## src/rtl/adder_pkg.sv

```systemverilog
// Shared definitions for the nibble-serial adder: controller state encoding
// and the width of the reused carry-lookahead slice.
package adder_pkg;

  localparam int SLICE_W = 4;

  typedef enum logic [1:0] {
    IDLE = 2'd0,
    ADD  = 2'd1,
    DONE = 2'd2
  } state_t;

endpackage

```

## src/rtl/nibble_serial_adder_cla.sv

```systemverilog
// Purely combinational 4-bit carry-lookahead slice; cout[i] is the carry into
// bit i, so cout[4] is the slice carry-out.
module cla
  import adder_pkg::*;
(
  input  logic [SLICE_W-1:0] a,
  input  logic [SLICE_W-1:0] b,
  input  logic               cin,
  output logic [SLICE_W-1:0] sum,
  output logic [SLICE_W:0]   cout
);

  logic [SLICE_W-1:0] g;
  logic [SLICE_W-1:0] p;

  assign g = a & b;
  assign p = a ^ b;

  // Every carry is expanded from generate/propagate terms rather than rippled.
  assign cout[0] = cin;
  assign cout[1] = g[0] | (p[0] & cin);
  assign cout[2] = g[1] | (p[1] & g[0]) | (p[1] & p[0] & cin);
  assign cout[3] = g[2] | (p[2] & g[1]) | (p[2] & p[1] & g[0])
                 | (p[2] & p[1] & p[0] & cin);
  assign cout[4] = g[3] | (p[3] & g[2]) | (p[3] & p[2] & g[1])
                 | (p[3] & p[2] & p[1] & g[0])
                 | (p[3] & p[2] & p[1] & p[0] & cin);

  assign sum = p ^ cout[SLICE_W-1:0];

endmodule

```

## src/rtl/nibble_serial_adder.sv

```systemverilog
// Sequential WIDTH-bit adder that walks one shared 4-bit CLA slice across the
// operands, LSB nibble first, carrying between nibbles through c_q.
module nibble_serial_adder
  import adder_pkg::*;
#(
  parameter int WIDTH = 16
) (
  input  logic             clk,
  input  logic             rst,
  input  logic             start,
  input  logic [WIDTH-1:0] a,
  input  logic [WIDTH-1:0] b,
  input  logic             cin,
  output logic             busy,
  output logic             done,
  output logic [WIDTH-1:0] sum,
  output logic             cout
);

  localparam int NIB   = WIDTH / SLICE_W;
  localparam int IDX_W = (NIB > 1) ? $clog2(NIB) : 1;
  localparam logic [IDX_W-1:0] LAST_IDX = IDX_W'(NIB - 1);

  if ((WIDTH % SLICE_W) != 0 || WIDTH < 8) begin : g_width_check
    $error("nibble_serial_adder: WIDTH must be a multiple of 4 and at least 8");
  end

  state_t             state;
  logic [WIDTH-1:0]   a_q;
  logic [WIDTH-1:0]   b_q;
  logic               c_q;
  logic [IDX_W-1:0]   idx;

  logic [SLICE_W-1:0] slice_a;
  logic [SLICE_W-1:0] slice_b;
  logic [SLICE_W-1:0] slice_sum;
  logic [SLICE_W:0]   slice_carry;
  logic               unused_carry;

  assign slice_a = a_q[SLICE_W*idx +: SLICE_W];
  assign slice_b = b_q[SLICE_W*idx +: SLICE_W];

  // Only the slice carry-out feeds back; the internal carries are not needed here.
  assign unused_carry = ^slice_carry[SLICE_W-1:0];

  cla u_cla (
    .a    (slice_a),
    .b    (slice_b),
    .cin  (c_q),
    .sum  (slice_sum),
    .cout (slice_carry)
  );

  always_ff @(posedge clk) begin
    if (rst) begin
      state <= IDLE;
      busy  <= 1'b0;
      done  <= 1'b0;
      sum   <= '0;
      cout  <= 1'b0;
      idx   <= '0;
      c_q   <= 1'b0;
      a_q   <= '0;
      b_q   <= '0;
    end else begin
      done <= 1'b0;
      case (state)
        // DONE accepts exactly like IDLE so start held high gives back-to-back runs.
        IDLE, DONE: begin
          if (start) begin
            a_q   <= a;
            b_q   <= b;
            c_q   <= cin;
            idx   <= '0;
            sum   <= '0;
            cout  <= 1'b0;
            busy  <= 1'b1;
            state <= ADD;
          end else begin
            state <= IDLE;
          end
        end
        ADD: begin
          sum[SLICE_W*idx +: SLICE_W] <= slice_sum;
          c_q <= slice_carry[SLICE_W];
          if (idx == LAST_IDX) begin
            cout  <= slice_carry[SLICE_W];
            busy  <= 1'b0;
            done  <= 1'b1;
            state <= DONE;
          end else begin
            idx <= idx + 1'b1;
          end
        end
        default: begin
          busy  <= 1'b0;
          state <= IDLE;
        end
      endcase
    end
  end

endmodule

```

## config.mk

```make
export PLATFORM = sky130hd
export DESIGN_NAME = nibble_serial_adder
export DESIGN_NICKNAME = d
export VERILOG_FILES = /design/src/rtl/adder_pkg.sv /design/src/rtl/nibble_serial_adder_cla.sv /design/src/rtl/nibble_serial_adder.sv
export SDC_FILE = /design/constraint.sdc
export NUM_CORES = 1
export LEC_CHECK = 0
export CAP_MARGIN = 30
export CORE_ASPECT_RATIO = 1.2
export CORE_MARGIN = 1
export CORE_UTILIZATION = 50
export DETAILED_ROUTE_END_ITERATION = 16
export GPL_ROUTABILITY_DRIVEN = 0
export PLACE_DENSITY = 0.84
export RECOVER_POWER = 25
export SKIP_CTS_REPAIR_TIMING = 1
export SYNTH_ARGS = -nofsm -noshare
export SYNTH_HDL_FRONTEND = slang
export SYNTH_SLANG_ARGS = --single-unit
```

## constraint.sdc

```tcl
create_clock -name clk -period 3.6 [get_ports clk]
set_input_delay 0.72 -clock clk [delete_from_list [all_inputs] [get_ports clk]]
set_output_delay 0.72 -clock clk [all_outputs]
set_load 0.01 [all_outputs]
```

# After elaboration in Yosys (flattened, before gate mapping)
# Index checks and enable logic that the tools add are counted.
[word_totals]
out_inout_bits = 19
inputBits = 36
reg_bits = 56
wordCells = 78
[classes]
n_eq_ne = 6
bitwise_logic = 30
add_sub_neg = 2
shift = 4
reduce_logical = 9
mux = 18
[op_table]
columns = ["op", "count"]
rows = [
  ["4-bit negation with 34-bit output", 1],
  ["4-bit by 34-bit variable shift with 16-bit output (first input constant)", 1],
  ["4-bit by 34-bit variable part select with 16-bit output", 1],
  ["16-bit one-hot mux with 2 select lines", 1],
  ["16-bit by 5-bit variable part select with 4-bit output", 2],
  ["1-bit AND", 16],
  ["16-bit bitwise mux", 1],
  ["16-bit 2-to-1 mux", 1],
  ["1-bit OR", 10],
  ["2-bit one-hot mux with 2 select lines", 2],
  ["4-bit XOR", 2],
  ["1-bit 2-to-1 mux", 7],
  ["2-bit 2-to-1 mux", 3],
  ["2-bit != test (second input constant)", 3],
  ["1-bit one-hot mux with 2 select lines", 3],
  ["2-bit AND reduction", 3],
  ["3-bit AND reduction", 2],
  ["4-bit AND", 1],
  ["2-bit equality test (second input constant)", 2],
  ["2-bit OR reduction", 2],
  ["2-bit by 1-bit adder with 2-bit output (second input constant)", 1],
  ["2-bit by 1-bit equality test with 1-bit output (second input constant)", 1],
  ["2-bit logical NOT", 1],
  ["2-bit nonzero test", 1],
  ["1-bit inverter", 1],
]

# Depth between registers and ports, before layout
# Gate-level depths: netlist of the first run.
[logic_depth]
word_depth = 10
depth_mapped = 8
ltp_nobuf = 6

# Hierarchy
# Synthesis of the first run repeated with hierarchy kept, for this count alone.
[unflattened]
hier_cells = 258
area_unflattened_um2 = 2473.6
[by_module_without_submodules]
columns = ["module", "n_inst", "cells_each", "area_each_um2", "seq_area_each_um2"]
rows = [
  ["nibble_serial_adder", 1, 242, 2323.5, 1121.1],
  ["cla", 1, 16, 150.1, 0.0],
]

# Worst setup path before layout of the first run
# OpenSTA, ideal clock, no wires.
[synth_timing]
path_kind = "register to register"
startpoint = "reg idx[0]"
endpoint = "reg sum[11]"
arrival_ns = 2.367
required_ns = 3.475
setup_slack_ns = 1.108
stages_incl_launch_ff = 9
setup_time_ns = 0.125
synth_period_minus_slack_ns = 2.492
n_path_buf = 2
path_cell_list = "dfxtp_1 > buf_6 > buf_4 > mux4_2 > ha_1 > a211o_1 > a21oi_1 > xor2_1 > o21ai_1"
[synth_between]
elab_chain_len = 10
elab_cells_between_ends = 25
cone_classes = "add/sub: 1; shift: 4; mux: 2; bitwise: 18"
[synth_lines]
columns = ["item", "line", "source"]
rows = [
  ["from (decl)", "nibble_serial_adder.sv:32", "logic [IDX_W-1:0] idx;"],
  ["from (signal assigned)", "nibble_serial_adder.sv:92", "idx <= idx + 1'b1;"],
  ["16-bit by 5-bit variable part select with 4-bit output, on equally long branches", "nibble_serial_adder.sv:40, nibble_serial_adder.sv:41", ""],
  ["4-bit XOR / 4-bit AND (equally long branches)", "nibble_serial_adder_cla.sv:17, nibble_serial_adder_cla.sv:16", ""],
  ["1-bit AND, on equally long branches", "nibble_serial_adder_cla.sv:23, nibble_serial_adder_cla.sv:24", ""],
  ["1-bit OR (tied with other cells)", "nibble_serial_adder_cla.sv:23", "assign cout[3] = g[2] | (p[2] & g[1]) | (p[2] & p[1] & g[0])"],
  ["1-bit OR / 1-bit AND (equally long branches)", "nibble_serial_adder_cla.sv:23, nibble_serial_adder_cla.sv:24", ""],
  ["1-bit OR", "nibble_serial_adder_cla.sv:24", "| (p[2] & p[1] & p[0] & cin);"],
  ["4-bit XOR", "nibble_serial_adder_cla.sv:29", "assign sum = p ^ cout[SLICE_W-1:0];"],
  ["4-bit by 34-bit variable part select with 16-bit output", "nibble_serial_adder.sv:84", "sum[SLICE_W*idx +: SLICE_W] <= slice_sum;"],
  ["16-bit bitwise mux *", "nibble_serial_adder.sv:84", ""],
  ["16-bit one-hot mux with 2 select lines *", "nibble_serial_adder.sv:67", "case (state)"],
  ["to (signal, indexed assignment)", "nibble_serial_adder.sv:84", ""],
  ["to (decl)", "nibble_serial_adder.sv:16", "output logic [WIDTH-1:0] sum,"],
]
# Every way passes the cells marked *; elsewhere a longest branch is shown, timed or not.
# A chain may end at the register's enable or synchronous reset.

# Worst setup path in the final report of the first run
[layout_timing]
startpoint = "reg idx[0]"
endpoint = "reg sum[10]"
# Same word-level chain as after synthesis.

==> reports/results.ini, run 1 <==
[power]
switchingPower_w = 0.000315
total_power_w = 0.00120
intPower_w = 0.000883
pwr-share-comb_pct = 16.8
seqPwrFrac_pct = 55.9
peakVddDrop_mv = 0.215
clkPwrFrac_pct = 27.3
power.density_nw_per_um2 = 380
switching_share_pct = 26.3
p_leak_nw = 1.23

[timing]
whs_ns = 0.455
finalSetupViolCount = 0
period_minus_slack_ns = 2.71
slew_violations = 61
worst_slew_pin_slew_ns = 2.40
rsz0062_at_grt = no
fin_crit_sh_pct = 75.2
finalSetupTns_ns = 0
slew_headroom_pct = -60.1
finClkSkew_ns = 0.00484
final.setup.worst_slack_ns = 0.893
hold_viol_final = 0
max_freq_mhz = 369

[placement]
portBuffers = 54
detailedPlace.worstSlack_ns = 0.894
dp_hpwl_um = 3720

[critical_path]
crit_type = reg2reg
endpoint = sum[10]$_SDFFE_PP0P_
rr_worst_depth = 6
r2r_slack_ns = 0.89
r2r-end = sum[10]$_SDFFE_PP0P_
end_kind = flop
crit_start = idx[0]$_SDFFE_PP0P_
cp_data_required_time_ns = 3.71
start_kind = flop
critical_path.max_fanout = 11
r2r-start = idx[0]$_SDFFE_PP0P_
arrival_ns = 2.82

[synthesis]
synth.distinct_cells = 40
syn-cell-area_um2 = 2560
synth-edff-count = 0
synthSimpleGateAreaFrac_pct = 20.2
synthAdderAreaFrac_pct = 5.67
ys_ff_latch = 56
ys_async_sr_fraction_pct = 0
synth_mux_area_share_pct = 7.43
synth_compound_area_share_pct = 17.1
synth_top_family_by_area = simple AND/OR/NAND/NOR gates
synth_cells = 277
syn_area_per_cell_um2 = 9.25
yosys_warnings = 0
synth_top_flop_cell = dfxtp_1
synth_xor_area_share_pct = 0.684
yosysSeqAreaShare_pct = 43.8
syn-num-nets = 324

[global_routing]
grt_pass1_vias = 1880
track_usage_pct = 20.5
busiest_layer = met2
met2_usage_pct = 35.4
grt_first_pass_wirelength_um = 8470
grt_max_degree = 61
antenna_found_initial = 0
use_met1_pct = 25.1
grt_overflow_total = 0
met3_usage_pct = 4.26

[status]
status = finished, violations left
violations = max-capacitance violations, max-slew violations

[job]
maxCapViolCount = 1

[final_layout]
syn2layout_area_growth_pct = 23.2
final_common_cell = nand2_1
drive_gt1_share_pct = 8.95
mostFrequentLayoutCells = nand2_1 (65), dfxtp_1 (56), a21oi_1 (41), clkdlybuf4s50_1 (40), nor2_1 (22)
antenna_cells = 0
final_nets = 371

[hold_path]
hold_path_class = reg2reg
hold_depth = 2
min_from = a_q[14]$_SDFFE_PP0P_

[detailed_routing]
totalWireLength_um = 5020
wl_per_cell_um = 13.1
drc = 0
drt-pass1-iter-count = 4
vias_per_cell = 5.44
ant_nets = 0
drt-initial-drc-count = 108
vias = 2089

[clocking]
h-tree-depth = 2
clock_path_buffers = 2
cts_tree = done
cts_buffers = 5
clkTransAtPathRegs_ns = 0.09
clk_latency_ns = 0.30
root_buffer = clkbuf_8
cts_sinks = 56

[floorplanning]
rows = 28
initial_core_util_pct = 51.8
coreArea_um2 = 4940
die_area_um2 = 5410
die_h_um = 80.4
io_pins = 55
die_w_um = 67.3

## power by group through the flow
stage	Sequential, W	Clock [W]	Combinational [W]
4_1_cts	0.000670	0.000333	0.000202
3_3_place_gp	0.000684	0	0.000196
6_report	0.000669	0.000327	0.000201
3_5_place_dp	0.000684	0	0.000201
5_1_grt	0.000674	0.000356	0.000222
2_1_floorplan	0.000675	0	0.000141
## how the worst min path moves through the flow
stage | endpoint | slack [ns]
after floorplan | a_q[11]$_SDFFE_PP0P_ | 0.43
after global placement | b_q[1]$_SDFFE_PP0P_ | 0.44
after detailed placement | a_q[14]$_SDFFE_PP0P_ | 0.45
after CTS | a_q[14]$_SDFFE_PP0P_ | 0.46
after global routing | b_q[3]$_SDFFE_PP0P_ | 0.48
final | a_q[14]$_SDFFE_PP0P_ | 0.46
## synth_stat cells, drive strengths merged (2+ instances only)
master / n / area (um^2)
nand2: 65 / 244
dfxtp: 56 / 1120
a21oi: 44 / 231
nor2: 22 / 82.6
buf: 10 / 76.3
ha: 10 / 125
a22oi: 8 / 60.1
mux4: 8 / 180
clkbuf: 7 / 46.3
nand3b: 7 / 56.3
nand2b: 5 / 33.8
o21ai: 5 / 25.0
a32oi: 4 / 35.0
a21o: 3 / 22.5
a211o: 2 / 17.5
inv: 2 / 7.51
nand3: 2 / 10.0
nor3: 2 / 15.0
nor4b: 2 / 47.6
o21a: 2 / 16.3
xor2: 2 / 17.5
## state kept, by name, indices dropped and copies added, names as in the netlist
name   cells
c_q        1
b_q       16
a_q       16
cout       1
idx        2
done       1
state      2
sum       16
busy       1
## critical path, cell delays in order (launching register included)
cell and delay, ns:
dfxtp_1 0.71, mux4_2 0.64, ha_1 0.35, a21o_1 0.18, a211o_1 0.35, a32oi_1 0.23
nor2_1 0.05
## area by class of cell
cell class / instances / area, um^2
inverters: 2 / 7.51
flip-flops and latches: 56 / 1120
clock inverters: 1 / 8.76
clock buffers: 6 / 72.6
multi-input cells: 202 / 1310
fillers: 405 / 1790
well taps: 60 / 75.1
repair buffers: 57 / 557
## per-layer routing
layer,wire length (um),share of wire [%]
met5,0,0
met4,59,1.2
met3,175,3.5
met2,2570,51
met1,2220,44
## cell families (layout without fill, tap and decap cells)
group / after synthesis / after routing
AND/OR/NAND/NOR: 109 / 109
AO/OA/AOI/OAI: 71 / 71
flip-flops: 56 / 56
buffers and inverters: 19 / 66
adder cells (fa/ha/maj): 11 / 11
multiplexers: 9 / 9
XOR/XNOR: 2 / 2
## stage by stage
step	std cells	utilization, %	instance area (um^2)
floorplan	277	-	2560
global placement	377	62.2	3070
detailed placement	377	62.2	3070
CTS	384	63.9	3160
global route	384	63.9	3150
finish	384	63.9	3150
No activity file was read; power rests on OpenSTA's default activity.
==> run 2: changes to the inputs <==
- clock period: 3.6 -> 2.6 ns (I/O delays scaled with it)
==> run 2 against run 1 <==
The run now ends clean. Cell count up 1.6%. Wire length up 9.2%. Critical path depth unchanged. Global-route usage up 2.0 points. Utilization up 1.0 points. Clock power up 53%. Sequential share of layout area down 0.53 points.
==> reports/results.ini, run 2 (synthesis results as in run 1) <==
[critical_path]
cp_data_required_time_ns = 2.80  ; -0.91 ns
arrival_ns = 2.63  ; -0.19 ns
r2r-end = sum[3]$_SDFFE_PP0P_
end_kind = flop
r2r-start = idx[0]$_SDFFE_PP0P_
start_kind = flop
crit_type = reg2reg
critical_path.max_fanout = 8  ; -3
rr_worst_depth = 6  ; unchanged
r2r_slack_ns = 0.17  ; -0.73 ns

[clocking]
clkTransAtPathRegs_ns = 0.10  ; about the same
clk_latency_ns = 0.31  ; about the same
cts_buffers = 5  ; unchanged
root_buffer = clkbuf_8
cts_sinks = 56  ; unchanged
clock_path_buffers = 2  ; unchanged
cts_tree = done
h-tree-depth = 2  ; unchanged

[power]
pwr-share-comb_pct = 16.9  ; about the same
seqPwrFrac_pct = 54.0  ; -1.9 points
intPower_w = 0.00126  ; +42%
power.density_nw_per_um2 = 535  ; +41%
switchingPower_w = 0.000459  ; +46%
p_leak_nw = 1.26  ; +2.8%
peakVddDrop_mv = 0.433  ; +100%
switching_share_pct = 26.8  ; +0.45 points
clkPwrFrac_pct = 29.1  ; +1.8 points

[final_layout]
mostFrequentLayoutCells = nand2_1 (65), dfxtp_1 (55), a21oi_1 (41), clkdlybuf4s50_1 (40), nor2_1 (22)
final_common_cell = nand2_1
nFillCells = 401  ; -0.99%
antenna_cells = 0  ; unchanged
syn2layout_area_growth_pct = 25.2
final_nets = 376  ; +1.3%
drive_gt1_share_pct = 11.2  ; +2.3 points
reg.largest.list = a_q x16, b_q x16, sum x16
design_area_um2 = 3210  ; +1.6%

[detailed_routing]
ant_nets = 0  ; unchanged
vias = 2124  ; +1.7%
totalWireLength_um = 5480  ; +9.2%
drc = 0  ; unchanged
vias_per_cell = 5.45  ; +0.11%
drt-initial-drc-count = 78  ; -28%
drt-pass1-iter-count = 4  ; unchanged
wl_per_cell_um = 14.1  ; +7.5%

[timing]
fin_crit_sh_pct = 93.6  ; +18 points
slew_headroom_pct = 56.2  ; +120 points
rsz0062_at_grt = no
finalSetupViolCount = 0  ; unchanged
period_minus_slack_ns = 2.43  ; -0.273 ns
slew_violations = 0  ; -100%
max_freq_mhz = 411  ; +11%
finalSetupTns_ns = 0  ; unchanged
finClkSkew_ns = 0.00701  ; +0.00217 ns
hold_viol_final = 0  ; unchanged
worst_slew_pin_slew_ns = 0.657  ; -1.74 ns

[global_routing]
grt_pass1_vias = 2041  ; +8.6%
track_usage_pct = 22.5  ; +2.0 points
grt_overflow_total = 0  ; unchanged
antenna_found_initial = 0  ; unchanged
grt_first_pass_wirelength_um = 9200  ; +8.5%
grt_max_degree = 40  ; -34%

[hold_path]
hold_depth = 2  ; unchanged
min_from = a_q[2]$_SDFFE_PP0P_
hold_path_class = reg2reg
holdPathEnd = a_q[2]$_SDFFE_PP0P_

[floorplanning]
io_pins = 55  ; unchanged
die_h_um = 80.4  ; unchanged
rows = 28  ; unchanged
die_area_um2 = 5410  ; unchanged
coreArea_um2 = 4940  ; unchanged
die_w_um = 67.3  ; unchanged
initial_core_util_pct = 51.8  ; unchanged

[placement]
dp_hpwl_um = 4110  ; +11%
placed_area_um2 = 3110  ; +1.2%
portBuffers = 54  ; unchanged

[status]
status = finished clean

[job]
maxCapViolCount = 0  ; -1

==> run 2: cell count changes in the layout (fill, tap and decap cells not counted), sizes merged <==
| cell | before | now |
|---|---|---|
| clkinv | 0 | 1 |
| buf | 3 | 8 |
==> run 2: worst max-delay path by stage <==
stage,from,depth (start not counted),slack (ns),endpoint
floorplan,idx[0]$_SDFFE_PP0P_,8,0.11,sum[11]$_SDFFE_PP0P_
global placement,idx[0]$_SDFFE_PP0P_,6,0.15,sum[11]$_SDFFE_PP0P_
detailed placement,idx[0]$_SDFFE_PP0P_,6,0.05,sum[15]$_SDFFE_PP0P_
CTS,idx[0]$_SDFFE_PP0P_,6,0.04,sum[7]$_SDFFE_PP0P_
global route,idx[0]$_SDFFE_PP0P_,6,0.11,sum[7]$_SDFFE_PP0P_
finish,idx[0]$_SDFFE_PP0P_,6,0.17,sum[3]$_SDFFE_PP0P_
==> run 2: area by class of cell <==
cell class	count	area, um^2	area share, %
Multi-Input combinational cell	202	1310	40.9
Sequential cell	56	1120	35.0
Timing Repair Buffer	62	592	18.5
Clock buffer	6	82.6	2.58
Tap cell	60	75.1	2.34
Clock inverter	2	13.8	0.429
Inverter	2	7.51	0.234
==> run 2: through the flow <==
stage | power (W) | hold WS, ns | utilization, % | cells | setup WS (ns)
global placement | 0.00123 | 0.443 | 63.0 | 382 | 0.150
floorplan | 0.00113 | 0.430 | - | 277 | 0.108
global route | 0.00180 | 0.489 | 64.9 | 390 | 0.109
finish | 0.00172 | 0.461 | 64.9 | 390 | 0.166
detailed placement | 0.00124 | 0.449 | 63.0 | 382 | 0.0481
CTS | 0.00173 | 0.464 | 64.9 | 390 | 0.0442
==> run 2: per-layer routing <==
layer  global-route usage [%]  vias up  wire [um]
met2                     38.7       65       2870
met1                     27.6      989       2360
met3                     3.98        8        183
met4                     7.87        0         68
met5                        0        -          0
li1                         -     1062          -
==> run 2: worst max-delay path, stage by stage (launching register included) <==
cell     delay, ns
dfxtp_2       0.46
mux4_2        0.59
ha_1          0.36
a211o_1       0.30
a21oi_1       0.15
xor2_1        0.35
o21ai_1       0.12
==> run 2: power groups by stage <==
stage / registers, W / clock network, W / logic (W)
floorplan: 0.000935 / 0 / 0.000195
global placement: 0.000943 / 0 / 0.000282
detailed placement: 0.000946 / 0 / 0.000290
CTS: 0.000926 / 0.000509 / 0.000291
global route: 0.000931 / 0.000549 / 0.000320
finish: 0.000926 / 0.000499 / 0.000291
==> run 3: changes to the inputs <==
- SYNTH_HIERARCHICAL: default -> 1
==> run 3 against run 2 <==
Fmax shrank 1.0%. First-iteration DRC count grew 18%. Die area shrank 3.6%. Cell count shrank 5.6%. Via count shrank 6.3%. The flow now finishes with violations (max-capacitance violations, max-slew violations). Clock power shrank 5.8%. Clock skew grew 0.0020 ns. Register-to-register slack lost 0.02 ns. Total power shrank 2.4%. Sequential share of layout area grew 0.85 points.
==> reports/results.ini, run 3 <==
[status]
status = finished, violations left
violations = max-capacitance violations, max-slew violations

[job]
maxCapViolCount = 1  ; +1

[final_layout]
final_nets = 356  ; -5.3%
design_area_um2 = 3130  ; -2.4%
antenna_cells = 0  ; unchanged
syn2layout_area_growth_pct = 26.9
final_common_cell = nand2_1
finish.utilization_pct = 67.1  ; +2.2 points
reg.largest.list = a_q x16, b_q x16, sum x16
nFillCells = 379  ; -5.5%
drive_gt1_share_pct = 11.6  ; +0.40 points
mostFrequentLayoutCells = nand2_1 (65), dfxtp_1 (55), clkdlybuf4s50_1 (53), a21oi_1 (36), a22o_1 (12)

[floorplanning]
die_w_um = 66.1  ; -1.8%
io_pins = 55  ; unchanged
rows = 27  ; -3.6%
coreArea_um2 = 4660  ; -5.6%
die_area_um2 = 5220  ; -3.6%
die_h_um = 78.9  ; -1.8%
initial_core_util_pct = 52.9  ; +1.0 points

[synthesis]
yosys_warnings = 6  ; +6
synth_cells = 257  ; -7.2%
syn-cell-area_um2 = 2470  ; -3.7%
syn_area_per_cell_um2 = 9.60  ; +3.8%
syn-num-nets = 304  ; -6.2%

[clocking]
clkTransAtPathRegs_ns = 0.09  ; about the same
cts_buffers = 5  ; unchanged
clock_path_buffers = 2  ; unchanged
clk_latency_ns = 0.32  ; about the same
root_buffer = clkbuf_8
h-tree-depth = 2  ; unchanged
cts_tree = done
cts_sinks = 56  ; unchanged

[placement]
dp_hpwl_um = 3690  ; -10%
portBuffers = 54  ; unchanged
placed_area_um2 = 3040  ; -2.4%

[hold_path]
min_from = b_q[14]$_SDFFE_PP0P_
holdPathEnd = b_q[14]$_SDFFE_PP0P_
hold_depth = 2  ; unchanged
hold_path_class = reg2reg

[global_routing]
grt_first_pass_wirelength_um = 8510  ; -7.4%
antenna_found_initial = 0  ; unchanged
grt_pass1_vias = 1904  ; -6.7%
track_usage_pct = 21.5  ; -0.95 points
grt_max_degree = 38  ; -5.0%
grt_overflow_total = 0  ; unchanged

[detailed_routing]
drt-pass1-iter-count = 4  ; unchanged
drc = 0  ; unchanged
vias = 1990  ; -6.3%
drt-initial-drc-count = 92  ; +18%
ant_nets = 0  ; unchanged
wl_per_cell_um = 13.7  ; -2.7%
vias_per_cell = 5.41  ; -0.71%
totalWireLength_um = 5030  ; -8.2%

[power]
power.density_nw_per_um2 = 535  ; about the same
p_leak_nw = 1.18  ; -6.4%
peakVddDrop_mv = 0.237  ; -45%

[timing]
finalSetupViolCount = 0  ; unchanged
period_minus_slack_ns = 2.46  ; +0.0246 ns
rsz0062_at_grt = no
hold_viol_final = 0  ; unchanged
fin_crit_sh_pct = 94.5  ; +0.95 points
worst_slew_pin_slew_ns = 1.62  ; +0.963 ns
slew_violations = 36  ; +36
slew_headroom_pct = -8.02  ; -64 points
max_freq_mhz = 407  ; -1.0%
finClkSkew_ns = 0.00905  ; +0.00203 ns

[critical_path]
r2r_slack_ns = 0.14  ; -0.02 ns
arrival_ns = 2.59  ; -0.04 ns
cp_data_required_time_ns = 2.73  ; -0.07 ns
end_kind = flop
r2r-end = c_q$_SDFFE_PP0P_
start_kind = flop
r2r-start = idx[1]$_SDFFE_PP0P_
critical_path.max_fanout = 10  ; +2
rr_worst_depth = 9  ; +3
crit_type = reg2reg

## run 3: final cells by class
type	instances	area (um^2)	area share (%)
Clock buffer	5	68.8	2.20
Clock inverter	3	18.8	0.600
Multi-Input combinational cell	179	1240	39.7
Inverter	6	22.5	0.720
Tap cell	58	72.6	2.32
Sequential cell	56	1120	35.9
Timing Repair Buffer	61	583	18.6
## run 3: how the worst max path moves through the flow
stage | startpoint | endpoint | depth (start not counted)
after floorplan | idx[0]$_SDFFE_PP0P_ | sum[11]$_SDFFE_PP0P_ | 10
after global placement | idx[1]$_SDFFE_PP0P_ | sum[11]$_SDFFE_PP0P_ | 9
after detailed placement | idx[1]$_SDFFE_PP0P_ | sum[11]$_SDFFE_PP0P_ | 9
after CTS | idx[1]$_SDFFE_PP0P_ | sum[11]$_SDFFE_PP0P_ | 9
after global routing | idx[0]$_SDFFE_PP0P_ | c_q$_SDFFE_PP0P_ | 9
final | idx[1]$_SDFFE_PP0P_ | c_q$_SDFFE_PP0P_ | 9
## run 3: power by group
group | total [W] | internal [W] | switching [W]
sequential | 0.000921 | 0.000896 | 0.0000244
combinational | 0.000284 | 0.000144 | 0.000140
clock | 0.000470 | 0.000188 | 0.000281
## run 3: through the flow
stage	total power (W)	instances	TNS (ns)	setup slack, ns	hold slack [ns]
finish	0.00167	368	0	0.142	0.462
global route	0.00175	368	0	0.0272	0.481
CTS	0.00168	368	-0.0671	-0.0486	0.462
detailed placement	0.00122	360	0	0.0997	0.449
global placement	0.00121	360	0	0.203	0.445
floorplan	0.00112	257	0	0.0644	0.433
## run 3: worst max-delay path, cell delays in order, from the launching register on
cell	delay (ns)
dfxtp_2	0.39
buf_4	0.20
mux4_2	0.52
ha_1	0.34
o21ai_1	0.19
o21ba_2	0.19
inv_2	0.03
a21o_1	0.18
a22oi_1	0.15
a21oi_1	0.08
## run 3: metal layers
metal  wire (um)  global-route usage [%]  part of all wire [%]
met1        2230                    25.9                    44
met2        2490                    35.8                    49
met3         220                    5.46                   4.4
met4          99                    9.57                   2.0
met5           0                       0                     0
